## src/rtl/mem_access_unit.sv

```systemverilog
// mem_access_unit
//   Bus initiator between the CPU load/store stage and a 16-bit word-organised
//   data memory. A byte-addressed request is latched on acceptance, turned into
//   one memory access (word address + byte lane), and answered with a single
//   one-cycle response. Byte loads are sign- or zero-extended. Misaligned word
//   accesses and memory-wait timeouts complete with resp_err set.
//
// Ports
//   clk, rst_n                   clock, synchronous active-low reset
//   req_valid/req_ready          request handshake (ready only while idle)
//   req_write/byte/signed        access kind
//   req_addr, req_wdata          byte address, store data
//   resp_valid/err/rdata         one-cycle completion pulse, error flag, load data
//   mem_en/we/byte_enable/
//   mem_byte_select/addr/wdata   memory access, driven from the latched request
//   mem_rdata, mem_wait          read data (cycle after mem_en), stall
module mem_access_unit #(
  parameter int unsigned WAIT_TIMEOUT = 255
) (
  input  logic        clk,
  input  logic        rst_n,
  input  logic        req_valid,
  output logic        req_ready,
  input  logic        req_write,
  input  logic        req_byte,
  input  logic        req_signed,
  input  logic [15:0] req_addr,
  input  logic [15:0] req_wdata,
  output logic        resp_valid,
  output logic        resp_err,
  output logic [15:0] resp_rdata,
  output logic        mem_en,
  output logic        mem_we,
  output logic        mem_byte_enable,
  output logic        mem_byte_select,
  output logic [15:0] mem_addr,
  output logic [15:0] mem_wdata,
  input  logic [15:0] mem_rdata,
  input  logic        mem_wait
);

  typedef enum logic [1:0] {S_IDLE, S_ISSUE, S_CAPTURE, S_RESP} state_e;

  localparam logic [8:0] TimeoutLimit = 9'(WAIT_TIMEOUT);
  localparam bit         TimeoutOn    = (WAIT_TIMEOUT != 0);

  state_e      state_q, state_d;
  logic        write_q, write_d;
  logic        byte_q, byte_d;
  logic        signed_q, signed_d;
  logic [15:0] addr_q, addr_d;
  logic [15:0] wdata_q, wdata_d;
  logic [7:0]  wait_cnt_q, wait_cnt_d;
  logic        req_ready_q, req_ready_d;
  logic        resp_valid_q, resp_valid_d;
  logic        resp_err_q, resp_err_d;
  logic [15:0] resp_rdata_q, resp_rdata_d;
  logic        mem_en_q, mem_en_d;
  logic        mem_we_q, mem_we_d;
  logic        mem_be_q, mem_be_d;
  logic        mem_sel_q, mem_sel_d;

  logic [8:0]  wait_cnt_inc;
  logic [7:0]  wait_cnt_sat;
  logic        wait_hit;
  logic [15:0] load_data;

  // The current stall cycle is counted before comparing, so the abort happens
  // on the WAIT_TIMEOUT-th consecutive wait cycle rather than one later.
  assign wait_cnt_inc = {1'b0, wait_cnt_q} + 9'd1;
  assign wait_cnt_sat = (wait_cnt_q == 8'hFF) ? 8'hFF : wait_cnt_q + 8'd1;
  assign wait_hit     = TimeoutOn && (wait_cnt_inc >= TimeoutLimit);

  // The memory returns byte reads right-aligned and zero-filled, so only
  // bit 7 matters for sign extension regardless of the lane.
  assign load_data = byte_q ? {{8{signed_q & mem_rdata[7]}}, mem_rdata[7:0]} : mem_rdata;

  always_comb begin
    state_d      = state_q;
    write_d      = write_q;
    byte_d       = byte_q;
    signed_d     = signed_q;
    addr_d       = addr_q;
    wdata_d      = wdata_q;
    wait_cnt_d   = 8'd0;
    req_ready_d  = 1'b0;
    resp_valid_d = 1'b0;
    resp_err_d   = 1'b0;
    resp_rdata_d = 16'h0000;
    mem_en_d     = 1'b0;
    mem_we_d     = 1'b0;
    mem_be_d     = 1'b0;
    mem_sel_d    = 1'b0;

    case (state_q)
      S_IDLE: begin
        req_ready_d = 1'b1;
        if (req_valid && req_ready_q) begin
          write_d     = req_write;
          byte_d      = req_byte;
          signed_d    = req_signed;
          addr_d      = req_addr;
          wdata_d     = req_wdata;
          req_ready_d = 1'b0;
          if (!req_byte && req_addr[0]) begin
            state_d      = S_RESP;
            resp_valid_d = 1'b1;
            resp_err_d   = 1'b1;
          end else begin
            state_d   = S_ISSUE;
            mem_en_d  = 1'b1;
            mem_we_d  = req_write;
            mem_be_d  = req_byte;
            mem_sel_d = req_addr[0];
          end
        end
      end
      S_ISSUE: begin
        if (mem_wait) begin
          if (wait_hit) begin
            state_d      = S_RESP;
            resp_valid_d = 1'b1;
            resp_err_d   = 1'b1;
          end else begin
            mem_en_d   = 1'b1;
            mem_we_d   = write_q;
            mem_be_d   = byte_q;
            mem_sel_d  = addr_q[0];
            wait_cnt_d = wait_cnt_sat;
          end
        end else if (write_q) begin
          state_d      = S_RESP;
          resp_valid_d = 1'b1;
        end else begin
          state_d = S_CAPTURE;
        end
      end
      S_CAPTURE: begin
        if (mem_wait) begin
          if (wait_hit) begin
            state_d      = S_RESP;
            resp_valid_d = 1'b1;
            resp_err_d   = 1'b1;
          end else begin
            wait_cnt_d = wait_cnt_sat;
          end
        end else begin
          state_d      = S_RESP;
          resp_valid_d = 1'b1;
          resp_rdata_d = load_data;
        end
      end
      default: begin
        state_d     = S_IDLE;
        req_ready_d = 1'b1;
      end
    endcase
  end

  always_ff @(posedge clk) begin
    if (!rst_n) begin
      state_q      <= S_IDLE;
      write_q      <= 1'b0;
      byte_q       <= 1'b0;
      signed_q     <= 1'b0;
      addr_q       <= 16'h0000;
      wdata_q      <= 16'h0000;
      wait_cnt_q   <= 8'd0;
      req_ready_q  <= 1'b1;
      resp_valid_q <= 1'b0;
      resp_err_q   <= 1'b0;
      resp_rdata_q <= 16'h0000;
      mem_en_q     <= 1'b0;
      mem_we_q     <= 1'b0;
      mem_be_q     <= 1'b0;
      mem_sel_q    <= 1'b0;
    end else begin
      state_q      <= state_d;
      write_q      <= write_d;
      byte_q       <= byte_d;
      signed_q     <= signed_d;
      addr_q       <= addr_d;
      wdata_q      <= wdata_d;
      wait_cnt_q   <= wait_cnt_d;
      req_ready_q  <= req_ready_d;
      resp_valid_q <= resp_valid_d;
      resp_err_q   <= resp_err_d;
      resp_rdata_q <= resp_rdata_d;
      mem_en_q     <= mem_en_d;
      mem_we_q     <= mem_we_d;
      mem_be_q     <= mem_be_d;
      mem_sel_q    <= mem_sel_d;
    end
  end

  assign req_ready       = req_ready_q;
  assign resp_valid      = resp_valid_q;
  assign resp_err        = resp_err_q;
  assign resp_rdata      = resp_rdata_q;
  assign mem_en          = mem_en_q;
  assign mem_we          = mem_we_q;
  assign mem_byte_enable = mem_be_q;
  assign mem_byte_select = mem_sel_q;
  assign mem_addr        = {1'b0, addr_q[15:1]};
  assign mem_wdata       = byte_q ? {8'h00, wdata_q[7:0]} : wdata_q;

endmodule

```

## config.mk

```make
export PLATFORM = sky130hd
export DESIGN_NAME = mem_access_unit
export DESIGN_NICKNAME = d
export VERILOG_FILES = /design/src/rtl/mem_access_unit.sv
export SDC_FILE = /design/constraint.sdc
export NUM_CORES = 1
export LEC_CHECK = 0
export ABC_AREA = 1
export CAP_MARGIN = 30
export CELL_PAD_IN_SITES_DETAIL_PLACEMENT = 0
export CELL_PAD_IN_SITES_GLOBAL_PLACEMENT = 1
export CORE_MARGIN = 2
export CORE_UTILIZATION = 34
export CTS_BUF_LIST = sky130_fd_sc_hd__clkbuf_4 sky130_fd_sc_hd__clkbuf_8
export CTS_CLUSTER_DIAMETER = 120
export DETAILED_ROUTE_END_ITERATION = 10
export PLACE_DENSITY = 0.95
export REMOVE_ABC_BUFFERS = 1
export SYNTH_ARGS = -nofsm -noshare
export SYNTH_HDL_FRONTEND = slang
export SYNTH_SLANG_ARGS = --single-unit
```

## constraint.sdc

```tcl
create_clock -name clk -period 3.2 [get_ports clk]
set_input_delay 0.64 -clock clk [delete_from_list [all_inputs] [get_ports clk]]
set_output_delay 0.64 -clock clk [all_outputs]
set_load 0.005 [all_outputs]
```

==> results of run 1 <==
==> critical path, cell delays in order, from the launching register on <==
cell and delay (ns):
dfxtp_1 0.57, nor2_1 0.09, clkdlybuf4s50_1 0.47
==> layer usage <==
metal / GRT usage / wire, microns / vias to the layer above
li1: - / - / 1285
met1: 0.163 / 2820 / 1079
met2: 0.246 / 3000 / 83
met3: 0.0742 / 608 / 7
met4: 0.0471 / 61 / 0
met5: 0 / 0 / -
==> cell usage in the layout (no fill, tap or decap), drive strengths merged, types with 2 or more instances in the layout <==
cell type	Yosys	routed
dfxtp	68	68
inv	39	41
a21oi	27	27
nor2	83	83
nand2	46	46
clkinv	3	5
clkdlybuf4s50	0	108
nand4	2	2
o21ai	36	36
buf	26	3
nand3	16	16
bufinv	0	2
clkbuf	11	9
ha	6	6
==> per-stage QoR <==
stage	area, sq um	worst slack, ns
final	4040	1.09
after CTS	4040	1.04
after floorplan	2580	0.279
after global placement	3810	0.818
after detailed placement	3810	0.787
after global routing	4040	0.963
==> sequential cells by signal (all words and copies together), names as in the netlist <==
| register | flops |
|---|---|
| resp_err | 1 |
| addr_q | 16 |
| req_ready | 1 |
| mem_byte_select | 1 |
| byte_q | 1 |
| write_q | 1 |
| resp_rdata | 16 |
| mem_en | 1 |
| mem_we | 1 |
| mem_byte_enable | 1 |
| wdata_q | 16 |
| signed_q | 1 |
| wait_cnt_q | 8 |
| resp_valid | 1 |
| state_q | 2 |
==> area by class of cell <==
type / instances / share of cell area
Clock buffer: 9 / 0.0307
Clock inverter: 7 / 0.0245
Inverter: 42 / 0.0394
Multi-Input combinational cell: 219 / 0.262
Sequential cell: 68 / 0.337
Tap cell: 105 / 0.0325
Timing Repair Buffer: 111 / 0.273
==> cell families (layout without fill, tap and decap cells) <==
logic type	Yosys count	in the layout	share of synthesized area
buf+inv	79	169	0.139
flops	68	68	0.485
fa+ha+maj	6	6	0.0267
compound gates	64	64	0.116
other cells	1	1	0.00134
simple gates	148	148	0.232
==> power groups by stage <==
| stage | combinational (mW) | sequential (mW) | clock [mW] |
|---|---|---|---|
| 2_1_floorplan | 0.371 | 1.11 | 0 |
| 3_3_place_gp | 0.827 | 1.11 | 0 |
| 3_5_place_dp | 0.840 | 1.12 | 0 |
| 4_1_cts | 0.845 | 1.10 | 0.821 |
| 5_1_grt | 0.937 | 1.12 | 0.854 |
| 6_report | 0.827 | 1.10 | 0.796 |
==> worst paths after layout <==
check                   start               to  slack, ns
setup / recovery       byte_q    mem_wdata[14]       1.09
hold / removal    wdata_q[14]      wdata_q[14]       0.45
setup reg to reg   state_q[1]  mem_byte_select       1.27
hold reg to reg   wdata_q[14]      wdata_q[14]       0.45
==> reports/metrics.csv, run 1 <==
stage;metric;value;unit
synthesis;synth_common_cells;nor2_1 (77), dfxtp_1 (68), nand2_1 (41);
layout;area_growth;43.7;%
synthesis;synth_top_cells_by_area;dfxtp_1 (48%), nor2_1 (10%), buf_4 (6.4%), o21ai_0 (6.2%), nand2_1 (5.5%);
clocking;cts-htree-levels;3;
worst_hold_path;whs_path_depth;2;
die;dieHeight;94.9;microns
run_status;status;completed;
power;internal_power;1.88;mW
layout;drive_above_1_share;0.0811;
grt;grtUsageTotal;0.147;
sta;slew_headroom;0.594;
clocking;cts_made_buffers;9;
clocking;cts_tree;yes;
sta;slew_violations;0;
power;power_density;675;nW/um^2
synthesis;synth-warning-count;0;
setup_path;crit_required;2.56;ns
sta;finalSetupTns;0;ns
synthesis;syn_inst;366;
layout;utilization;0.499;
route;vias;2454;
layout;multi_input_area;1060;sq um
setup_path;critPathKind;register to output pin;
sta;tightestPinTransition;0.607;ns
power;pwr-share-comb;0.304;
power;p_leak;1.69;nW
placement;dp.cells;545;
synthesis;synth-seq-cells;68;
setup_path;cp-end-kind;output pin;
setup_path;arrival;1.47;ns
clocking;cts.sinks;68;
grt;grt_pass1_vias;2379;
clocking;path_clk_slew;0.08;ns
grt;grt_max_degree;44;
route;drcViolationCount;0;
die;core_area;8090;sq um
layout;nFillCells;823;
die;rows;33;
worst_hold_path;min_path_type;register to register;
power;peakVddDrop;0.312;mV
synthesis;yosysUniqueCellTypes;27;
sta;setup_viol;0;
synthesis;yosysTopAreaCell;dfxtp_1;
route;first_pass_iters;4;
die;io_pins;110;
die;start_util;0.347;
die;die_x;94.9;microns
clocking;clockBufferDepth;2;
synthesis;yosysSeqAreaShare;0.485;
sta;finalCritPeriodShare;0.661;
layout;final_cells;561;
synthesis;synth_ff_type;dfxtp_1;
setup_path;critPathMaxFanout;12;
setup_path;cp-start-kind;register;
synthesis;syn-cell-area;2810;sq um
synthesis;synth.avg_cell_area;7.67;sq um
layout;num_antenna_cells;0;
placement;gp_congestion;0.747;
grt;antenna_found_initial;0;
sta;period_minus_slack;2.11;ns
setup_path;reg2regPathDepth;9;
die;dieArea;9010;sq um
grt;overflow;0;
clocking;root_buffer;clkbuf_8;
sta;hold_viol_final;0;
layout;regArea;1360;sq um
clocking;holdBufCountCts;0;
route;wire_per_inst;11.6;microns
synthesis;yosysMostFrequentCell;nor2_1;
sta;whs;0.451;ns
clocking;clk-insertion-delay-late;0.34;ns
sta;clock.fmax;473;MHz
power;p_sw;0.841;mW
synthesis;async_reset_ff_frac;0;
clocking;cts_setup_buffers;0;
sta;skew;0.00897;ns
power;pwr-share-clk;0.292;
grt;grt_pass1_wl;10.3;mm
synthesis;synth_top_area_frac;0.485;
synthesis;synth-edff-count;0;
route;via_per_inst;4.37;
route;wl;6.49;mm
flow_run;maxCapViolations;0;
sta;grt_setup_unrepaired;false;
layout;fin_nets;512;
route;detail-route-antenna-nets;0;
power;netSwitchingFraction;0.309;
placement;io_buffers;108;
route;drtIter0Drc;67;
placement;dp_hpwl;4.69;mm
clocking;ctsResizeCount;0;
power;p_total;2.72;mW
power;p_seq_frac;0.404;
Note: power is estimated with default switching activity, not from simulation.
==> run 2: changes to the inputs <==
CORE_UTILIZATION = 28   (was 34)
PLACE_DENSITY = 0.84   (was 0.95)
clock period = 1.9 ns   (was 3.2 ns; I/O delays follow)
==> run 2 against run 1 <==
Net effect: hold slack improved by 0.0028 ns; sequential share of layout area decreased by 0.45 points; first-iteration DRC count decreased by 30%; routed wire length increased by 5.3%; cell area increased by 1.6%; sequential power increased by 68%; via count increased by 3.1%; global-route usage decreased by 1.9 points; clock power increased by 33%; power increased by 62%; register-to-register slack got worse by 1.1 ns; flip-flop and latch count unchanged; critical path type unchanged; critical endpoint unchanged; highest routed layer unchanged.
==> reports/metrics.csv, run 2 (same netlist as run 1, synthesis figures left out) <==
stage;metric;value;unit;change
run_status;status;completed;;
clocking;cts_tree;yes;;
layout;area_growth;46.1;%;
route;via_per_inst;4.23;;-3.2%
clocking;clk-insertion-delay-late;0.35;ns;about the same
power;peakVddDrop;0.540;mV;+73%
clocking;cts_setup_buffers;0;;unchanged
setup_path;cp-start-kind;register;;
clocking;clockBufferDepth;2;;unchanged
clocking;holdBufCountCts;0;;unchanged
die;dieArea;10800;sq um;+20%
power;power_density;1070;nW/um^2;+59%
grt;grt_max_degree;21;;-52%
layout;final_cell_mix;clkdlybuf4s50_1 (108), nor2_1 (76), dfxtp_1 (67), nand2_1 (41), inv_1 (38);;
sta;fin_ws;0.126;ns;-0.960 ns
die;core_area;9770;sq um;+21%
layout;utilization;0.420;;-0.0791
setup_path;critPathKind;register to output pin;;
die;dieHeight;104;microns;+9.8%
setup_path;slowest_stage;clkdlybuf4s50_1;;
setup_path;path_cells;nor2_1 > clkdlybuf4s50_1;;
die;die_x;104;microns;+9.8%
sta;setup_viol;0;;unchanged
sta;hold_viol_final;0;;unchanged
route;drtIter0Drc;47;;-30%
route;drcViolationCount;0;;unchanged
placement;io_buffers;108;;unchanged
clocking;path_clk_slew;0.07;ns;about the same
sta;skew;0.00699;ns;-0.00198 ns
clocking;cts-htree-levels;3;;unchanged
sta;period_minus_slack;1.77;ns;
clocking;root_buffer;clkbuf_8;;
die;rows;36;;+9.1%
sta;finalCritPeriodShare;0.934;;
setup_path;arrival;1.39;ns;-0.08 ns
route;detail-route-antenna-nets;0;;unchanged
setup_path;slowest_delay;0.51;ns;-0.06 ns
sta;slew_violations;0;;unchanged
power;p_leak;1.71;nW;+1.0%
sta;clock.fmax;564;MHz;
die;start_util;0.287;;-0.0597
grt;overflow;0;;unchanged
layout;fin_nets;521;;+1.8%
power;p_total;4.41;mW;+62%
route;vias;2531;;+3.1%
clocking;cts.sinks;68;;unchanged
route;wl;6.84;mm;+5.3%
route;first_pass_iters;4;;unchanged
layout;nFillCells;1030;;+25%
layout;drive_above_1_share;0.103;;+0.0221
setup_path;crit_required;1.52;ns;-1.04 ns
grt;antenna_found_initial;0;;unchanged
worst_hold_path;min_path_type;register to register;;
placement;dp_hpwl;5.00;mm;+6.6%
die;io_pins;110;;unchanged
placement;gp_congestion;0.741;;-0.88%
grt;grt_pass1_vias;2464;;+3.6%
placement;pre_cts_slack;-0.0470;ns;-0.834 ns
layout;final_common_cell;clkdlybuf4s50_1;;
route;wire_per_inst;11.4;microns;-1.2%
grt;grt_pass1_wl;11.2;mm;+8.1%
setup_path;critPathMaxFanout;12;;unchanged
setup_path;cp-end-kind;output pin;;
sta;whs;0.454;ns;+0.00276 ns
clocking;cts_made_buffers;9;;unchanged
grt;grtUsageTotal;0.128;;-0.0195
flow_run;maxCapViolations;0;;unchanged
layout;num_antenna_cells;0;;unchanged
-- run 2: metal layers --
metal | vias to the layer above | share of wire | GRT usage
li1 | 1304 | - | -
met1 | 1123 | 0.43 | 0.139
met2 | 93 | 0.45 | 0.212
met3 | 11 | 0.11 | 0.0670
met4 | 0 | 0.015 | 0.0463
met5 | - | 0 | 0
-- run 2: timing repair --
item                       CTS  global route
setup endpoints to repair    8            15
hold endpoints to repair     0             0
resized for setup            1             3
-- run 2: final timing paths --
kind | start | endpoint | slack, ns | cells after the start
worst max-delay path | byte_q | mem_wdata[14] | 0.13 | 2
worst min-delay path | wdata_q[8] | wdata_q[8] | 0.45 | 2
worst max register to register | wait_cnt_q[0] | wait_cnt_q[7] | 0.17 | 12
worst min register to register | wdata_q[8] | wdata_q[8] | 0.45 | 2
-- run 2: worst max-delay path: cells and delay by family (launching register included) --
family	cells	cell delay [ns]
flip-flops	1	0.40
AND/OR/NAND/NOR	1	0.13
buffers and inverters	1	0.51
-- run 2: final cells by class --
type / count / area [sq um] / area share
Multi-Input combinational cell: 219 / 1070 / 0.260
Tap cell: 133 / 166 / 0.0405
Timing Repair Buffer: 120 / 1170 / 0.285
Clock buffer: 9 / 124 / 0.0302
Clock inverter: 7 / 51.3 / 0.0125
Sequential cell: 68 / 1370 / 0.333
Inverter: 42 / 159 / 0.0387
-- run 2: through the flow --
step	std cells	TNS, ns	area, sq um
floorplan	329	-30.90	2580
global placement	582	0	3920
detailed placement	582	-0.0900	3920
CTS	598	0	4090
global route	598	-0.00810	4100
finish	598	0	4100
-- run 2: power breakdown --
group / total [mW] / internal [mW] / switching, mW
Clock: 1.06 / 0.479 / 0.580
Sequential: 1.85 / 1.70 / 0.146
Combinational: 1.50 / 0.776 / 0.723
Total: 4.41 / 2.96 / 1.45
